File: config.mk
export PLATFORM = sky130hd
export DESIGN_NAME = tt_um_ashergitscrazy_divider
export DESIGN_NICKNAME = d
export VERILOG_FILES = /design/src/rtl/tt_divider_pkg.sv /design/src/rtl/div_step.sv /design/src/rtl/tt_um_ashergitscrazy_divider.sv
export SDC_FILE = /design/constraint.sdc
export NUM_CORES = 1
export LEC_CHECK = 0
export ABC_CLOCK_PERIOD_IN_PS = 3600
export BUFFER_PORTS_ARGS = -buffer_cell sky130_fd_sc_hd__buf_4
export CORE_ASPECT_RATIO = 0.7
export CORE_MARGIN = 2
export CORE_UTILIZATION = 50
export DETAILED_ROUTE_END_ITERATION = 6
export PLACE_DENSITY = 0.72
export REMOVE_ABC_BUFFERS = 1
export SETUP_SLACK_MARGIN = 0.4
export SYNTH_ARGS = -nofsm -noshare
export SYNTH_HDL_FRONTEND = slang
export SYNTH_SLANG_ARGS = --single-unit
File: constraint.sdc
create_clock -name clk -period 3.6 [get_ports clk]
set_clock_uncertainty 0.1 [all_clocks]
set_input_delay 0.36 -clock clk [delete_from_list [all_inputs] [get_ports clk]]
set_output_delay 0.36 -clock clk [all_outputs]
set_load 0.01 [all_outputs]
File: src/rtl/tt_divider_pkg.sv
// Shared constants for the 8-bit restoring divider: FSM encoding and uio pin map.
package tt_divider_pkg;

  typedef enum logic [1:0] {
    S_IDLE = 2'd0,
    S_RUN  = 2'd1,
    S_DONE = 2'd2
  } state_e;

  // uio_in control bits
  localparam int UIO_START = 0;
  localparam int UIO_LOAD  = 1;
  localparam int UIO_LSEL  = 2;
  localparam int UIO_OSEL  = 3;

  // uio_out status bits
  localparam int UIO_BUSY  = 4;
  localparam int UIO_DONE  = 5;
  localparam int UIO_DBZ   = 6;

  // Upper nibble drives status, lower nibble receives control
  localparam logic [7:0] UIO_OE_VAL = 8'b1111_0000;

endpackage

File: src/rtl/div_step.sv
// One restoring-division iteration: shift in the next dividend bit, subtract
// the divisor if it fits, and report the resulting quotient bit.
module div_step #(
  parameter int WIDTH = 8
) (
  input  logic [WIDTH-1:0] rem_i,
  input  logic [WIDTH-1:0] dvsr_i,
  input  logic             bit_i,
  output logic [WIDTH-1:0] rem_o,
  output logic             q_o
);

  logic [WIDTH:0] trial;

  // Trial subtraction; when it fits the true difference is < divisor, so the
  // low WIDTH bits of a modular subtract are exact.
  always_comb begin
    trial = {rem_i, bit_i};
    q_o   = (trial >= {1'b0, dvsr_i});
    rem_o = q_o ? (trial[WIDTH-1:0] - dvsr_i) : trial[WIDTH-1:0];
  end

endmodule

File: src/rtl/tt_um_ashergitscrazy_divider.sv
// Tiny Tapeout wrapper: 8-bit unsigned restoring divider, one quotient bit
// per enabled clock, with operand load and edge-triggered start.
module tt_um_ashergitscrazy_divider
  import tt_divider_pkg::*;
#(
  parameter int WIDTH = 8
) (
  input  logic             clk,
  input  logic             rst_n,
  input  logic             ena,
  input  logic [WIDTH-1:0] ui_in,
  input  logic [7:0]       uio_in,
  output logic [WIDTH-1:0] uo_out,
  output logic [7:0]       uio_out,
  output logic [7:0]       uio_oe
);

  localparam int CW = $clog2(WIDTH);

  state_e           state_q, state_d;
  logic             start_q, start_d;
  logic             edge_q, edge_d;
  logic [WIDTH-1:0] dvd_q, dvd_d;
  logic [WIDTH-1:0] dvsr_q, dvsr_d;
  logic [WIDTH-1:0] quo_q, quo_d;
  logic [WIDTH-1:0] rem_q, rem_d;
  logic [CW-1:0]    cnt_q, cnt_d;
  logic             dbz_q, dbz_d;

  logic [WIDTH-1:0] step_rem;
  logic             step_q;
  logic [CW-1:0]    bit_idx;
  logic             unused_uio;

  assign unused_uio = &{1'b0, uio_in[7:4]};
  assign bit_idx    = CW'(WIDTH - 1) - cnt_q;

  div_step #(.WIDTH(WIDTH)) u_step (
    .rem_i  (rem_q),
    .dvsr_i (dvsr_q),
    .bit_i  (dvd_q[bit_idx]),
    .rem_o  (step_rem),
    .q_o    (step_q)
  );

  // Next-state: start edge detect, operand loads, FSM and iteration datapath
  always_comb begin
    state_d = state_q;
    dvd_d   = dvd_q;
    dvsr_d  = dvsr_q;
    quo_d   = quo_q;
    rem_d   = rem_q;
    cnt_d   = cnt_q;
    dbz_d   = dbz_q;
    start_d = uio_in[UIO_START];
    // Edges seen while busy are dropped so they cannot fire after RUN ends
    edge_d  = uio_in[UIO_START] & ~start_q & (state_q != S_RUN);

    case (state_q)
      S_IDLE, S_DONE: begin
        if (uio_in[UIO_LOAD]) begin
          if (uio_in[UIO_LSEL]) dvsr_d = ui_in;
          else                  dvd_d  = ui_in;
        end
        if (edge_q) begin
          if (dvsr_q == '0) begin
            state_d = S_DONE;
            quo_d   = '1;
            rem_d   = dvd_q;
            dbz_d   = 1'b1;
          end else begin
            state_d = S_RUN;
            quo_d   = '0;
            rem_d   = '0;
            cnt_d   = '0;
            dbz_d   = 1'b0;
          end
        end
      end
      S_RUN: begin
        rem_d = step_rem;
        quo_d = {quo_q[WIDTH-2:0], step_q};
        cnt_d = cnt_q + 1'b1;
        if (cnt_q == CW'(WIDTH - 1)) state_d = S_DONE;
      end
      default: state_d = S_IDLE;
    endcase
  end

  // State registers; ena=0 freezes everything
  always_ff @(posedge clk or negedge rst_n) begin
    if (!rst_n) begin
      state_q <= S_IDLE;
      start_q <= 1'b0;
      edge_q  <= 1'b0;
      dvd_q   <= '0;
      dvsr_q  <= '0;
      quo_q   <= '0;
      rem_q   <= '0;
      cnt_q   <= '0;
      dbz_q   <= 1'b0;
    end else if (ena) begin
      state_q <= state_d;
      start_q <= start_d;
      edge_q  <= edge_d;
      dvd_q   <= dvd_d;
      dvsr_q  <= dvsr_d;
      quo_q   <= quo_d;
      rem_q   <= rem_d;
      cnt_q   <= cnt_d;
      dbz_q   <= dbz_d;
    end
  end

  // Output mux and status pins
  always_comb begin
    uo_out            = uio_in[UIO_OSEL] ? rem_q : quo_q;
    uio_out           = '0;
    uio_out[UIO_BUSY] = (state_q == S_RUN);
    uio_out[UIO_DONE] = (state_q == S_DONE);
    uio_out[UIO_DBZ]  = dbz_q;
    uio_oe            = UIO_OE_VAL;
  end

endmodule

### Yosys cells after proc, flatten, opt, wreduce, memory -nomap -nowiden

Cells that the tools add are included.

* bitwise gates (word level): 4
* reductions and logical operators: 10
* eq/ne operators: 7
* mux-type cells: 18
* add/subtract/negate cells: 3
* magnitude comparators: 2

Operators by type and width (number)
* 8-bit 2-to-1 mux: 6
* 8-bit case mux with 2 select lines: 2
* 4-bit AND reduction: 3
* 9-bit by 8-bit >= comparator with 1-bit output: 1
* 3-bit AND reduction: 3
* 8-bit zero test: 1
* 8-bit subtractor: 1
* 2-bit 2-to-1 mux: 3
* 3-bit 2-to-1 mux: 2
* 3-bit case mux with 2 select lines: 1
* 3-bit by 4-bit < comparator with 1-bit output (second input constant): 1
* 2-bit by 1-bit != test with 1-bit output (second input constant): 2
* 2-bit != test (second input constant): 2
* 2-bit case mux with 2 select lines: 1
* 3-bit by 1-bit adder with 3-bit output (second input constant): 1
* 1-bit binary-select mux with 3-bit select: 1
* 3-bit == test (second input constant): 1
* 3-bit subtractor (first input constant): 1
* 1-bit AND: 2
* 2-bit by 1-bit == test with 1-bit output (second input constant): 1
* 2-bit == test (second input constant): 1
* 2-bit zero test: 1
* 1-bit 2-to-1 mux: 2
* 1-bit NOT: 2
* 2 further kinds: 2

* register bits after elaboration: 40
* input port bits: 19

### Depth between registers and ports, before layout

* word-level depth: 6
* mapped depth: 9
* depth with buffers taken out: 9

### Modules after synthesis

A second synthesis with hierarchy kept.

* cell total of the unflattened synthesis: 267
* area, all modules: 2731.4 sq um

Modules (own cells, without submodules)
* tt_um_ashergitscrazy_divider: area an instance 2192.1 sq um, cells each 201, seq. area each 1001.0 sq um, instances 1
* div_step: area an instance 539.3 sq um, cells each 66, seq. area each 0.0 sq um, instances 1

### Worst setup path after synthesis

No wires, ideal clock.

* path kind: flip-flop to flip-flop
* from: register cnt_q[1]
* to: register rem_q[4]
* setup slack: 1.216 ns
* stages on the path, launching flop included: 10
* data required time: 3.362 ns
* library setup time: 0.138 ns
* clock period less this slack: 2.384 ns
* arrival time: 2.146 ns
* buffers on the path: 1
* cell sequence: dfrtp_1 mux4_2 mux2i_1 ha_1 nor2b_1 o21ai_0 a21oi_2 clkbuf_8 mux2i_1 o221ai_1

* longest elaborated chain between the ends: 6
* elaborated cells on any way between the ends: 7
* classes of those cells: add/sub (2); order compare (1); mux (4)

Ends and longest elaborated chain
* from (decl): line tt_um_ashergitscrazy_divider.sv:27 `logic [CW-1:0] cnt_q, cnt_d;`
* from (signal assigned): line tt_um_ashergitscrazy_divider.sv:110 `cnt_q <= cnt_d;`
* 3-bit subtractor *: line tt_um_ashergitscrazy_divider.sv:36 `assign bit_idx = CW'(WIDTH - 1) - cnt_q;`
* 1-bit binary-select mux with 3-bit select *: line tt_um_ashergitscrazy_divider.sv:41 `.bit_i (dvd_q[bit_idx]),`
* 1-bit 2-to-1 mux (implied by the code) *: line tt_um_ashergitscrazy_divider.sv:41
* 8-bit subtractor / 9-bit by 8-bit >= comparator with 1-bit output (equally long branches): line div_step.sv:20, div_step.sv:19
* 8-bit 2-to-1 mux *: line div_step.sv:20 `rem_o = q_o ? (trial[WIDTH-1:0] - dvsr_i) : trial[WIDTH-1:0];`
* 8-bit case mux with 2 select lines *: line tt_um_ashergitscrazy_divider.sv:59 `case (state_q)`
* to (signal assigned): line tt_um_ashergitscrazy_divider.sv:109 `rem_q <= rem_d;`
* to (decl): line tt_um_ashergitscrazy_divider.sv:26 `logic [WIDTH-1:0] rem_q, rem_d;`

Mark *: on every way between the ends. The rest lies on a longest branch, timed or not. The select of a mux whose other input is x is not followed.
A chain may end at the register's enable or synchronous reset.

### Final worst setup path

* from: register cnt_q[1]
* to: register rem_q[3]

Same word-level chain as after synthesis.

==> impl_metrics.env <==
export IMPL_reg2regPathDepth=9
export IMPL_pin_count=43
export IMPL_synthFlopType="dfrtp_1"
export IMPL_wl_met3_um=346
export IMPL_cts_sinks=40
export IMPL_grt_start_max_net_pins=41
export IMPL_timing_rr_end="rem_q[3]"
export IMPL_wl_met1_um=2730
export IMPL_worstPathRequired_ns=3.67
export IMPL_worstSkewPairLatency_ns=0.29
export IMPL_hold_start="ui_in[1]"
export IMPL_top_layer_used="met4"
export IMPL_synth_top_family_by_area="compound AO/OA/AOI/OAI gates"
export IMPL_clock_path_buffers=2
export IMPL_critPathKind="flop to flop"
export IMPL_ys_ff_latch=40
export IMPL_start_kind="flop"
export IMPL_synthesis_area_um2=2580
export IMPL_drc=0
export IMPL_slew_headroom_pct=57.2
export IMPL_synth_compound_area_share_pct=16.6
export IMPL_crit_path_end_kind="flop"
export IMPL_maxCapViolCount=0
export IMPL_viasPerCell=5.49
export IMPL_synth_edf_count=0
export IMPL_clk_pin_slew_ns=0.08
export IMPL_power_density_nw_per_um2=1060
export IMPL_grt_setup_unrepaired="false"
export IMPL_hp_class="primary input to flop"
export IMPL_synth_warnings=0
export IMPL_leakagePower_uw=0.00128
export IMPL_finalSetupViolCount=0
export IMPL_max_vdd_ir_drop_mv=0.332
export IMPL_gp_congestion=0.855
export IMPL_synth_cell_types=51
export IMPL_dp_slack_ns=0.796
export IMPL_finalHoldViolations=0
export IMPL_worstPathMaxFanout=9
export IMPL_path_common_cell="mux2i_1"
export IMPL_dr_wl_met2_um=2400
export IMPL_status="finished clean"
export IMPL_synth_seq_area_share_pct=38.9
export IMPL_cts_tree="yes"
export IMPL_synthToLayoutAreaGrowth_pct=9.81
export IMPL_r2r_slack_ns=0.79
export IMPL_post_cts_resized=0
export IMPL_portBuffers=25
export IMPL_cts_made_buffers=5
export IMPL_crit_slowest_cell="mux4_2"
export IMPL_cp_buffers_inverters=1
export IMPL_wl_um=5500
export IMPL_grt_total_usage_pct=20.5
export IMPL_crit_family="multiplexers"
export IMPL_cts_hold_buf=1
export IMPL_die_w_um=89.8
export IMPL_hold_end="dvsr_q[1]"
export IMPL_synth_adder_area_share_pct=5.63
export IMPL_first_global_vias=1891
export IMPL_finalMaxSlewViolations=0
export IMPL_core_area_um2=4860
export IMPL_worst_slew_pin_slew_ns=0.639
export IMPL_die_area_um2=5750
export IMPL_final_common_cell="dfrtp_1"
export IMPL_vias=1905
export IMPL_synth_cells=256
export IMPL_drive_gt1_share_pct=27.3
export IMPL_drtAntennaViolNets=0
export IMPL_num_antenna_cells=0
export IMPL_cp_arrival_ns=2.89
export IMPL_crit_chain="mux4_2, mux2i_1, ha_1, nor2b_1, o21ai_0, a21oi_2, buf_4, mux2i_1, o21ai_1"
export IMPL_grt_ovfl_total=0
export IMPL_final_nets=307
export IMPL_layout_common_cells="dfrtp_1, buf_4, mux2_2"
export IMPL_muxShareOfSynthArea_pct=15.4
export IMPL_synth_area_per_cell_um2=10.1
export IMPL_synthArstFlopShare_pct=100
export IMPL_rows=21
export IMPL_fmax_mhz=355
export IMPL_r2r_start="cnt_q[1]"
export IMPL_utilization_pct=58.2
export IMPL_htree_levels=2
export IMPL_period_share_pct=78.2
export IMPL_initialDrtViolationCount=110
export IMPL_die_h_um=64.1
export IMPL_post_synth_and_or_nand_nor_area_fraction_pct=12.6
export IMPL_cpPeakStageDelay_ns=0.51
export IMPL_fin_setup_tns_ns=0
export IMPL_initial_utilization_pct=53.0
export IMPL_wl_per_cell_um=15.8
export IMPL_fin_ws_ns=0.785
export IMPL_synth_xor_area_share_pct=1.36
export IMPL_cp_num_cells=9
export IMPL_postCtsSetupRepairBufs=0
export IMPL_worstHoldPathCells=2
export IMPL_antenna_found_initial=0
export IMPL_root_buffer="clkbuf_8"
export IMPL_dp_hpwl_um=4210
export IMPL_first_pass_iters=6
export IMPL_fin_crit_ns=2.81
export IMPL_grt_pass1_wl_um=9500
[where the power goes]
group          leakage (uW)  switching [uW]  internal, uW  total [uW]
Combinational      0.000754             935           837        1770
Clock             0.0000445             157           156         312
Sequential         0.000481             229           674         902
Total               0.00128            1320          1670        2990
[cells by family after synthesis]
kind of cell / after synthesis
flops: 40
mux: 34
buf+inv: 40
compound gates: 64
other cells: 2
simple gates: 61
xor+xnor: 4
fa+ha+maj: 11
[state kept, by name (all words and copies together) (netlist names)]
register  flops
state_q       2
rem_q         8
edge_q        1
quo_q         8
dvd_q         8
cnt_q         3
dvsr_q        8
start_q       1
dbz_q         1
[metal layers]
layer | global-route usage, % | up-vias
li1 | - | 929
met2 | 32.0 | 57
met3 | 4.25 | 2
met5 | 0 | -
met1 | 30.2 | 917
met4 | 3.27 | 0
[worst max-delay path by stage]
stage,startpoint,endpoint,slack [ns]
floorplan,cnt_q[1],rem_q[1],0.97
global placement,cnt_q[1],rem_q[1],0.82
detailed placement,cnt_q[1],rem_q[1],0.80
CTS,cnt_q[1],rem_q[1],0.78
global route,cnt_q[1],rem_q[3],0.54
finish,cnt_q[1],rem_q[3],0.79
[metrics by stage]
| step | hold slack (ns) | cell area, um2 | power, uW | instances |
|---|---|---|---|---|
| after floorplan | -0.0356 | 2440 | 2170 | 242 |
| after global placement | 0.273 | 2730 | 2610 | 338 |
| after detailed placement | 0.275 | 2730 | 2670 | 338 |
| after CTS | 0.206 | 2830 | 2990 | 347 |
| after global routing | 0.205 | 2830 | 3270 | 347 |
| final | 0.210 | 2830 | 2990 | 347 |
[cell usage after synthesis, types with 2 or more instances]
cell | number | area share [%]
clkbuf_1 | 2 | 0.29
clkbuf_2 | 2 | 0.39
o221ai_1 | 3 | 1.0
clkbuf_8 | 2 | 1.1
and3_1 | 4 | 0.97
mux2i_1 | 6 | 2.3
or4_4 | 2 | 0.87
mux4_2 | 2 | 1.7
buf_2 | 4 | 0.78
nand2_1 | 17 | 2.5
xnor2_1 | 2 | 0.68
nand2b_1 | 3 | 0.73
buf_4 | 14 | 4.1
o311a_1 | 2 | 0.78
o22ai_1 | 2 | 0.49
o21ai_0 | 10 | 1.9
a311oi_1 | 2 | 0.68
dfrtp_1 | 40 | 39
a21oi_2 | 2 | 0.68
nor2_4 | 2 | 0.87
ha_1 | 10 | 4.9
o21a_1 | 4 | 1.2
xor2_1 | 2 | 0.68
mux2_2 | 26 | 11
o2111ai_1 | 2 | 0.68
nor2_1 | 19 | 2.8
a21oi_1 | 18 | 3.5
inv_1 | 15 | 2.2
nand3_1 | 4 | 0.78
o21ai_2 | 2 | 0.68
conb_1 | 2 | 0.29
a211oi_1 | 3 | 0.87
o21ai_1 | 5 | 0.97
a32o_1 | 2 | 0.78
nor2b_1 | 3 | 0.73
[area by class of cell]
cell class | count | area [um2]
clock inverter | 1 | 7.51
inverter | 15 | 56.3
timing repair buffer | 28 | 213
multi-input combinational | 187 | 1380
sequential | 40 | 1000
fill | 421 | 2030
clock buffer | 7 | 86.3
tap | 69 | 86.3
Note: power is estimated with default switching activity, not from simulation.
